===== config.mk =====
export PLATFORM = sky130hd
export DESIGN_NAME = clkdiv_multi_flat
export DESIGN_NICKNAME = d
export VERILOG_FILES = /design/src/rtl/clkdiv_pkg.sv /design/src/rtl/clkdiv_if.sv /design/src/rtl/clkdiv_channel.sv /design/src/rtl/clkdiv_multi.sv /design/src/flat_wrapper.sv
export SDC_FILE = /design/constraint.sdc
export NUM_CORES = 1
export LEC_CHECK = 0
export BUFFER_PORTS_ARGS = -buffer_cell sky130_fd_sc_hd__clkbuf_2
export CAP_MARGIN = 20
export CORE_MARGIN = 1.5
export CORE_UTILIZATION = 57
export CTS_CLUSTER_DIAMETER = 150
export CTS_CLUSTER_SIZE = 28
export DETAILED_ROUTE_END_ITERATION = 10
export PLACE_DENSITY = 0.77
export SLEW_MARGIN = 20
export SYNTH_ARGS = -nofsm -noshare
export SYNTH_HDL_FRONTEND = slang
export SYNTH_SLANG_ARGS = --single-unit

===== constraint.sdc =====
create_clock -name cin -period 5.15 [get_ports cin]
set_input_delay 0.7725 -clock cin [delete_from_list [all_inputs] [get_ports cin]]
set_output_delay 0.7725 -clock cin [all_outputs]
set_load 0.005 [all_outputs]

===== src/rtl/clkdiv_pkg.sv =====
// Shared types and constants for the multi-channel clock/tick divider.
package clkdiv_pkg;

    typedef enum logic {
        CLKDIV_TOGGLE = 1'b0,
        CLKDIV_PULSE  = 1'b1
    } clkdiv_mode_e;

    // 1 Hz square wave from the 50 MHz board clock
    localparam logic [31:0] CLKDIV_DEFAULT_DIV = 32'd25_000_000;

    function automatic int clkdiv_clog2(input int value);
        int r;
        r = 0;
        while ((1 << r) < value) begin
            r = r + 1;
        end
        return r;
    endfunction

    // Channel-select width, never narrower than one bit
    function automatic int clkdiv_ch_w(input int n_ch);
        int w;
        w = clkdiv_clog2(n_ch);
        return (w < 1) ? 1 : w;
    endfunction

endpackage


===== src/rtl/clkdiv_if.sv =====
// Configuration bus of the divider: write strobe, channel select, divisor, mode and busy flags.
interface clkdiv_if
    import clkdiv_pkg::*;
#(
    parameter int N_CH = 4,
    parameter int W    = 32
) ();

    localparam int CH_W = clkdiv_ch_w(N_CH);

    logic                cfg_we;
    logic [CH_W-1:0]     cfg_ch;
    logic [W-1:0]        cfg_div;
    logic                cfg_mode;
    logic [N_CH-1:0]     cfg_busy;

    modport master (
        output cfg_we,
        output cfg_ch,
        output cfg_div,
        output cfg_mode,
        input  cfg_busy
    );

    modport slave (
        input  cfg_we,
        input  cfg_ch,
        input  cfg_div,
        input  cfg_mode,
        output cfg_busy
    );

endinterface


===== src/rtl/clkdiv_channel.sv =====
// One divider channel: counter, active and pending configuration, registered outputs.
module clkdiv_channel
    import clkdiv_pkg::*;
#(
    parameter int             W           = 32,
    parameter logic [W-1:0]   DEFAULT_DIV = W'(CLKDIV_DEFAULT_DIV)
) (
    input  logic          cin,
    input  logic          reset,
    input  logic          en,
    input  logic          cfg_we,
    input  logic [W-1:0]  cfg_div,
    input  logic          cfg_mode,
    output logic          cfg_busy,
    output logic          tick,
    output logic          cout
);

    logic [W-1:0]  count_reg, count_next;
    logic [W-1:0]  div_act_reg, div_act_next;
    logic [W-1:0]  div_pend_reg, div_pend_next;
    clkdiv_mode_e  mode_act_reg, mode_act_next;
    clkdiv_mode_e  mode_pend_reg, mode_pend_next;
    logic          pend_reg, pend_next;
    logic          cout_q_reg, cout_q_next;
    logic          tick_q_reg, tick_q_next;
    logic          cout_reg, cout_next;

    logic [W-1:0]  deff;
    logic          terminal;
    logic          apply;

    // A zero divisor behaves as one; >= lets a shrunken divisor wrap at once
    assign deff     = (div_act_reg == '0) ? W'(1) : div_act_reg;
    assign terminal = en && (count_reg >= (deff - W'(1)));
    assign apply    = pend_reg && (terminal || !en);

    always_comb begin
        count_next     = count_reg;
        div_act_next   = div_act_reg;
        div_pend_next  = div_pend_reg;
        mode_act_next  = mode_act_reg;
        mode_pend_next = mode_pend_reg;
        pend_next      = pend_reg;
        cout_q_next    = cout_q_reg;
        tick_q_next    = 1'b0;

        if (en) begin
            if (terminal) begin
                count_next  = '0;
                tick_q_next = 1'b1;
                cout_q_next = ~cout_q_reg;
            end else begin
                count_next = count_reg + W'(1);
            end
        end

        if (apply) begin
            div_act_next  = div_pend_reg;
            mode_act_next = mode_pend_reg;
            pend_next     = 1'b0;
            if (!en) begin
                count_next = '0;
            end
        end

        // A write in the apply cycle stays pending; the apply used the old values
        if (cfg_we) begin
            div_pend_next  = cfg_div;
            mode_pend_next = clkdiv_mode_e'(cfg_mode);
            pend_next      = 1'b1;
        end

        cout_next = (mode_act_next == CLKDIV_PULSE) ? tick_q_next : cout_q_next;
    end

    always_ff @(posedge cin) begin
        if (reset) begin
            count_reg     <= '0;
            div_act_reg   <= DEFAULT_DIV;
            div_pend_reg  <= DEFAULT_DIV;
            mode_act_reg  <= CLKDIV_TOGGLE;
            mode_pend_reg <= CLKDIV_TOGGLE;
            pend_reg      <= 1'b0;
            cout_q_reg    <= 1'b0;
            tick_q_reg    <= 1'b0;
            cout_reg      <= 1'b0;
        end else begin
            count_reg     <= count_next;
            div_act_reg   <= div_act_next;
            div_pend_reg  <= div_pend_next;
            mode_act_reg  <= mode_act_next;
            mode_pend_reg <= mode_pend_next;
            pend_reg      <= pend_next;
            cout_q_reg    <= cout_q_next;
            tick_q_reg    <= tick_q_next;
            cout_reg      <= cout_next;
        end
    end

    assign cfg_busy = pend_reg;
    assign tick     = tick_q_reg;
    assign cout     = cout_reg;

endmodule


===== src/rtl/clkdiv_multi.sv =====
// N_CH independent run-time programmable dividers sharing one configuration bus.
module clkdiv_multi
    import clkdiv_pkg::*;
#(
    parameter int            N_CH        = 4,
    parameter int            W           = 32,
    parameter logic [W-1:0]  DEFAULT_DIV = W'(CLKDIV_DEFAULT_DIV)
) (
    input  logic             cin,
    input  logic             reset,
    input  logic [N_CH-1:0]  en,
    clkdiv_if.slave          cfg,
    output logic [N_CH-1:0]  tick,
    output logic [N_CH-1:0]  cout
);

    localparam int CH_W = clkdiv_ch_w(N_CH);

    logic [N_CH-1:0] ch_we;
    logic [N_CH-1:0] ch_busy;

    generate
        for (genvar gi = 0; gi < N_CH; gi++) begin : g_ch
            // Addresses at or beyond N_CH match no channel and are dropped
            assign ch_we[gi] = cfg.cfg_we && (cfg.cfg_ch == CH_W'(gi));

            clkdiv_channel #(
                .W           (W),
                .DEFAULT_DIV (DEFAULT_DIV)
            ) u_channel (
                .cin      (cin),
                .reset    (reset),
                .en       (en[gi]),
                .cfg_we   (ch_we[gi]),
                .cfg_div  (cfg.cfg_div),
                .cfg_mode (cfg.cfg_mode),
                .cfg_busy (ch_busy[gi]),
                .tick     (tick[gi]),
                .cout     (cout[gi])
            );
        end
    endgenerate

    assign cfg.cfg_busy = ch_busy;

endmodule


===== src/flat_wrapper.sv =====
// flat-port wrapper written by rule: the top's interface ports become plain ports
module clkdiv_multi_flat import clkdiv_pkg::*;
#(
    parameter int            N_CH        = 4,
    parameter int            W           = 32,
    parameter logic [W-1:0]  DEFAULT_DIV = W'(CLKDIV_DEFAULT_DIV)
)
  (cin, reset, en, tick, cout, cfg_cfg_we, cfg_cfg_ch, cfg_cfg_div, cfg_cfg_mode, cfg_cfg_busy);
  clkdiv_if #(.N_CH(N_CH), .W(W)) cfg_i ();
  input  logic cin;
  input  logic reset;
  input  logic [N_CH-1:0] en;
  output logic [N_CH-1:0] tick;
  output logic [N_CH-1:0] cout;
  input wire logic [$bits(cfg_i.cfg_we)-1:0] cfg_cfg_we;
  input wire logic [$bits(cfg_i.cfg_ch)-1:0] cfg_cfg_ch;
  input wire logic [$bits(cfg_i.cfg_div)-1:0] cfg_cfg_div;
  input wire logic [$bits(cfg_i.cfg_mode)-1:0] cfg_cfg_mode;
  output wire logic [$bits(cfg_i.cfg_busy)-1:0] cfg_cfg_busy;
  assign cfg_i.cfg_we = cfg_cfg_we;
  assign cfg_i.cfg_ch = cfg_cfg_ch;
  assign cfg_i.cfg_div = cfg_cfg_div;
  assign cfg_i.cfg_mode = cfg_cfg_mode;
  assign cfg_cfg_busy = cfg_i.cfg_busy;
  clkdiv_multi #(.N_CH(N_CH), .W(W), .DEFAULT_DIV(DEFAULT_DIV)) u_core (.cin(cin), .reset(reset), .en(en), .cfg(cfg_i), .tick(tick), .cout(cout));
endmodule

After elaboration in Yosys (flattened, before gate mapping) --
Cells that the tools add are included.
Storage, ports and cells: register bits 408, bits of input ports 42, output and inout bits 12, word-level logic and storage cells 136
Cells by class: add/subtract/negate cells 8, $lt $le $gt $ge 4, equal/unequal tests 3, mux-type cells 52, bitwise gates (word level) 4, reductions and logical operators 29
Operators with widths (count):
- 32-bit 2-to-1 mux | 20
- 32-bit by 1-bit adder with 32-bit output (second input constant) | 4
- 32-bit >= comparator | 4
- 32-bit logical NOT | 4
- 32-bit by 1-bit subtractor with 32-bit output (second input constant) | 4
- 1-bit 2-to-1 mux | 32
- 1-bit logical AND | 12
- 2-bit nonzero test | 4
- 2-bit equality test (second input constant) | 2
- 1-bit logical NOT | 4
- 1-bit logical OR | 4
- 1-bit NOT | 4
- 2-bit by 1-bit equality test with 1-bit output (second input constant) | 1
- 2-bit logical NOT | 1

Logic depth before layout (Yosys ltp) --
depth after elaboration 9, mapped depth 23, gate-level depth less buffers 20

Hierarchy --
Synthesis repeated with hierarchy kept, for this count alone.
Unflattened totals: cell total of the unflattened synthesis 2213, area total of the unflattened synthesis 20305.7 um2
By module, submodules not included:
- clkdiv_channel (u_core.g_ch[1].u_channel ...) | instances 2, cells each 551, area an instance 5073.6 um2, sequential area each 2042.0 um2
- clkdiv_channel (u_core.g_ch[0].u_channel) | instances 1, cells each 551, area an instance 5066.1 um2, sequential area each 2042.0 um2
- clkdiv_channel (u_core.g_ch[3].u_channel) | instances 1, cells each 556, area an instance 5054.8 um2, sequential area each 2042.0 um2
- clkdiv_multi | instances 1, cells each 4, area an instance 37.5 um2, sequential area each 0.0 um2

Least setup slack after synthesis --
No wires, ideal clock.
kind register -> register, start point register u_core.g_ch[2].u_channel.div_act_reg[14], end point register u_core.g_ch[2].u_channel.div_act_reg[11], arrival time 5.203 ns, data required time 5.021 ns, setup slack -0.182 ns, stages on the path, launching flop included 24, path buffers 3, clock period less this slack 5.332 ns, cells stage by stage dfxtp_1 > or4_1 > nor4_1 > nor4b_1 > nand2_1 > nor2b_1 > nor2_1 > ha_1 > nand2_1 > or3b_2 > clkbuf_1 > nor2_1 > nand2_1 > xor2_1 > ha_1 > nand2_1 > o21ai_0 > a221oi_1 > o211ai_1 > o21ai_0 > buf_1 > clkbuf_1 > mux2i_1 > nand2_1
Between the ends: cells in the longest elaborated chain, start to end 7
Ends and longest elaborated chain:
- start, declared | line clkdiv_channel.sv:20 | logic [W-1:0] div_act_reg, div_act_next;
- start signal, assigned | line clkdiv_channel.sv:90 | div_act_reg <= div_act_next;
- 32-bit logical NOT | line clkdiv_channel.sv:34 | assign deff = (div_act_reg == '0) ? W'(1) : div_act_reg;
- 32-bit 2-to-1 mux (*) | line clkdiv_channel.sv:34
- 32-bit by 1-bit subtractor with 32-bit output (*) | line clkdiv_channel.sv:35 | assign terminal = en && (count_reg >= (deff - W'(1)));
- 32-bit >= comparator (*) | line clkdiv_channel.sv:35
- 1-bit logical AND (*) | line clkdiv_channel.sv:35
- 1-bit logical OR (*) | line clkdiv_channel.sv:36 | assign apply = pend_reg && (terminal || !en);
- 1-bit logical AND (*) | line clkdiv_channel.sv:36
Every way passes the cells marked *; elsewhere a longest branch is shown, timed or not. A chain may end at the register's enable or synchronous reset.

Final worst setup path --
start point register u_core.g_ch[3].u_channel.div_act_reg[16], end point register u_core.g_ch[3].u_channel.cout_reg
Between the ends: cells in the longest elaborated chain, start to end 9
Ends and longest elaborated chain:
- start, declared | line clkdiv_channel.sv:20
- start signal, assigned | line clkdiv_channel.sv:90
- 32-bit logical NOT | line clkdiv_channel.sv:34
- 32-bit 2-to-1 mux (*) | line clkdiv_channel.sv:34
- 32-bit by 1-bit subtractor with 32-bit output (*) | line clkdiv_channel.sv:35
- 32-bit >= comparator (*) | line clkdiv_channel.sv:35
- 1-bit logical AND (*) | line clkdiv_channel.sv:35
- 1-bit logical OR | line clkdiv_channel.sv:36
- 1-bit logical AND | line clkdiv_channel.sv:36
- 1-bit 2-to-1 mux | line clkdiv_channel.sv:58 | if (apply) begin
- 1-bit 2-to-1 mux (*) | line clkdiv_channel.sv:74 | cout_next = (mode_act_next == CLKDIV_PULSE) ? tick_q_next : cout_q_next;
- end signal, assigned | line clkdiv_channel.sv:97 | cout_reg <= cout_next;
- end, declared | line clkdiv_channel.sv:27 | logic cout_reg, cout_next;
Marked as above.

==> reports/metrics.yaml <==
ys_ff_latch: 408
synth.most_common_cell: "nand2_1"
antenna_found_initial: 0
syn_area_per_cell_um2: 8.37
synth_top_cell_by_area: "dfxtp_1"
cap_violations: 0
crit_path_end: "u_core.g_ch[3].u_channel.cout$_SDFF_PP0_"
grt_start_max_net_pins: 88
die_w_um: 192
layout-drive-gt1-share_pct: 8.50
report.final.slew_viol_count: 0
diodes: 0
die_area_um2: 36700
grt-ovfl-total: 0
fillCellCount: 2909
syn_inst: 2419
synthFlopType: "dfxtp_1"
port_buffers: 53
synth_area_um2: 20300
cts_tree: "yes"
dp_hpwl_um: 34900
r2r_start: "u_core.g_ch[3].u_channel.div_act_reg[16]$_SDFFE_PP1N_"
period_share_pct: 99.6
ir_worst_vdd_mv: 0.211
routedWlPerCell_um: 16.7
synth-seq-area-share_pct: 40.3
final_area_um2: 22100
drt-met1-wl_um: 22200
drtPass1Iterations: 5
clkLatencyLatePin_ns: 0.54
wirelength_um: 48600
synth_area_leaders: "dfxtp_1, ha_1, nand2_1, mux2i_1, nor2_1"
top_layer_used: "met4"
vias: 16600
start_util_pct: 58.2
startpoint: "u_core.g_ch[3].u_channel.div_act_reg[16]$_SDFFE_PP1N_"
clkTransAtPathRegs_ns: 0.10
core_um2: 34800
ff_latch_area_um2: 8170
drtIter0Drc: 1040
yosysWarnings: 0
crit_fanout: 5
synth_fp_nets: 2597
power.density_nw_per_um2: 235
outcome: "completed"
worst_setup_path_start_kind: "flip-flop"
dpl-instance-area_um2: 21200
hold_class: "reg -> reg"
cts_root_buf: "clkbuf_16"
ff2ff_setup_slack_ns: 0.02
route.met2.wl_um: 22500
required_ns: 5.58
clock-sinks: 408
timing.rr.end: "u_core.g_ch[3].u_channel.cout$_SDFF_PP0_"
finalPower_w: 0.00519
routed-wl-met3_um: 2350
finClkSkew_ns: 0.0180
fin_util_pct: 63.4
clock_path_buffers: 3
fin_crit_ns: 5.13
drc: 0
gp_congestion: 0.863
rsz0062_at_grt: "yes"
arrival_ns: 5.56
htree_levels: 1
row_count: 68
die_y_um: 192
grt_pass1_vias: 15600
antenna_left: 0
reg2reg_depth: 20
grt_usage_pct: 26.1
multi_input_area_um2: 11700
ys_types: 51
leakage_nw: 9.36
area_delta_synth_final_pct: 8.94
yosysTopAreaCellShare_pct: 40.3
grt_pass1_wl_um: 78200
async_flop_share_pct: 0
cp-end-kind: "flip-flop"
fin_nets: 2637
fmax_ghz: 0.195
crit_type: "reg -> reg"
synth_top_cells_by_count: "nand2_1, dfxtp_1, nor2_1, a21oi_1, mux2i_1"
setup_viol: 0
synth_edf_count: 0
via_per_inst: 5.68
numCtsBuffers: 18
final-hold-violation-count: 0
worst_slew_pin_slew_ns: 1.08
maxSlewHeadroom_pct: 27.2
pin_count: 54
==> cell families after synthesis <==
logic type | Yosys count | synth area share (%)
muxes | 141 | 6.99
DFF | 408 | 40.3
and+or+nand+nor | 1123 | 24.8
xor gates and xnor gates | 231 | 9.99
AOI/OAI and AO/OA | 238 | 6.67
buffers and inverters | 142 | 2.85
adders and majority gates | 136 | 8.40
==> timing repair <==
action	4_1_cts	5_1_grt
resized for setup	6	37
setup endpoints to repair	79	229
hold buffers	0	0
hold endpoints to repair	0	0
setup buffers	3	13
pin swaps	3	17
cloned	1	2
==> power by group <==
group | internal, W | switching (W)
Combinational | 0.0000964 | 0.000200
Clock | 0.000672 | 0.000982
Sequential | 0.00321 | 0.0000384
==> metal layers <==
metal	vias up	track usage, %
met5	-	0
met4	0	8.41
met3	77	2.83
met2	350	43.3
met1	7850	35.6
li1	8274	-
==> cell usage in the layout (no fill, tap or decap), types with 4 or more instances in the layout <==
cell / Yosys / layout
a21oi_1: 151 / 148
a22oi_1: 4 / 4
and3_1: 26 / 25
and4_1: 7 / 7
buf_12: 0 / 6
buf_4: 12 / 64
clkbuf_16: 0 / 21
clkbuf_2: 0 / 52
dfxtp_1: 408 / 405
ha_1: 136 / 135
inv_1: 34 / 33
mux2_2: 4 / 4
mux2i_1: 137 / 136
nand2_1: 436 / 435
nand2b_1: 19 / 19
nand3_1: 95 / 92
nand3b_1: 6 / 6
nand4_1: 42 / 42
nor2_1: 329 / 328
nor2b_1: 8 / 8
nor3_1: 58 / 55
nor4_1: 26 / 22
nor4_2: 1 / 5
o211ai_1: 4 / 4
o21a_1: 4 / 4
o21ai_0: 40 / 36
o31a_1: 6 / 6
o31ai_1: 8 / 5
or2_2: 9 / 8
or3_1: 20 / 19
or4_1: 22 / 18
or4_4: 2 / 6
xnor2_1: 120 / 120
xor2_1: 111 / 111
==> through the flow <==
stage          cells  worst slack, ns  hold slack (ns)  TNS, ns
2_1_floorplan   2419          0.00130            0.436        0
3_3_place_gp    2875          0.00541            0.441        0
3_5_place_dp    2875           -0.120            0.446    -5.66
4_1_cts         2899           0.0114            0.460        0
5_1_grt         2914           -0.145            0.479    -4.09
6_report        2914           0.0186            0.461        0
==> critical path, cell delays in order, from the launching register on <==
cell	delay, ns
dfxtp_2	0.34
or4_4	0.53
or4_4	0.50
or4_4	0.60
nor3_4	0.17
a21oi_2	0.09
ha_2	0.20
nand2b_1	0.08
or2_4	0.13
buf_6	0.10
nor3_2	0.04
xnor2_1	0.15
ha_1	0.31
nand4_1	0.11
or4_4	0.49
a221oi_2	0.17
o31a_1	0.24
o31ai_4	0.10
buf_4	0.15
mux2i_1	0.16
mux2_2	0.35
==> layout make-up <==
type | instances | share of cell area [%]
Clock buffer | 19 | 2.15
Clock inverter | 1 | 0.0737
Inverter | 34 | 0.584
Timing Repair Buffer | 128 | 4.43
Sequential cell | 408 | 37.0
Tap cell | 455 | 2.58
Multi-Input combinational cell | 1869 | 53.1
==> worst min-delay path by stage <==
stage,from,endpoint,slack [ns],cells after the start
2_1_floorplan,u_core.g_ch[0].u_channel.div_pend_reg[0]$_SDFFE_PP0P_,u_core.g_ch[0].u_channel.div_pend_reg[0]$_SDFFE_PP0P_,0.44,2
3_3_place_gp,u_core.g_ch[0].u_channel.div_pend_reg[30]$_SDFFE_PP0P_,u_core.g_ch[0].u_channel.div_pend_reg[30]$_SDFFE_PP0P_,0.44,2
3_5_place_dp,u_core.g_ch[0].u_channel.div_pend_reg[30]$_SDFFE_PP0P_,u_core.g_ch[0].u_channel.div_pend_reg[30]$_SDFFE_PP0P_,0.45,2
4_1_cts,u_core.g_ch[3].u_channel.div_pend_reg[17]$_SDFFE_PP0P_,u_core.g_ch[3].u_channel.div_pend_reg[17]$_SDFFE_PP0P_,0.46,2
5_1_grt,u_core.g_ch[0].u_channel.div_pend_reg[30]$_SDFFE_PP0P_,u_core.g_ch[0].u_channel.div_pend_reg[30]$_SDFFE_PP0P_,0.48,2
6_report,u_core.g_ch[2].u_channel.div_pend_reg[10]$_SDFFE_PP0P_,u_core.g_ch[2].u_channel.div_pend_reg[10]$_SDFFE_PP0P_,0.46,2
No activity file was read; power rests on OpenSTA's default activity.
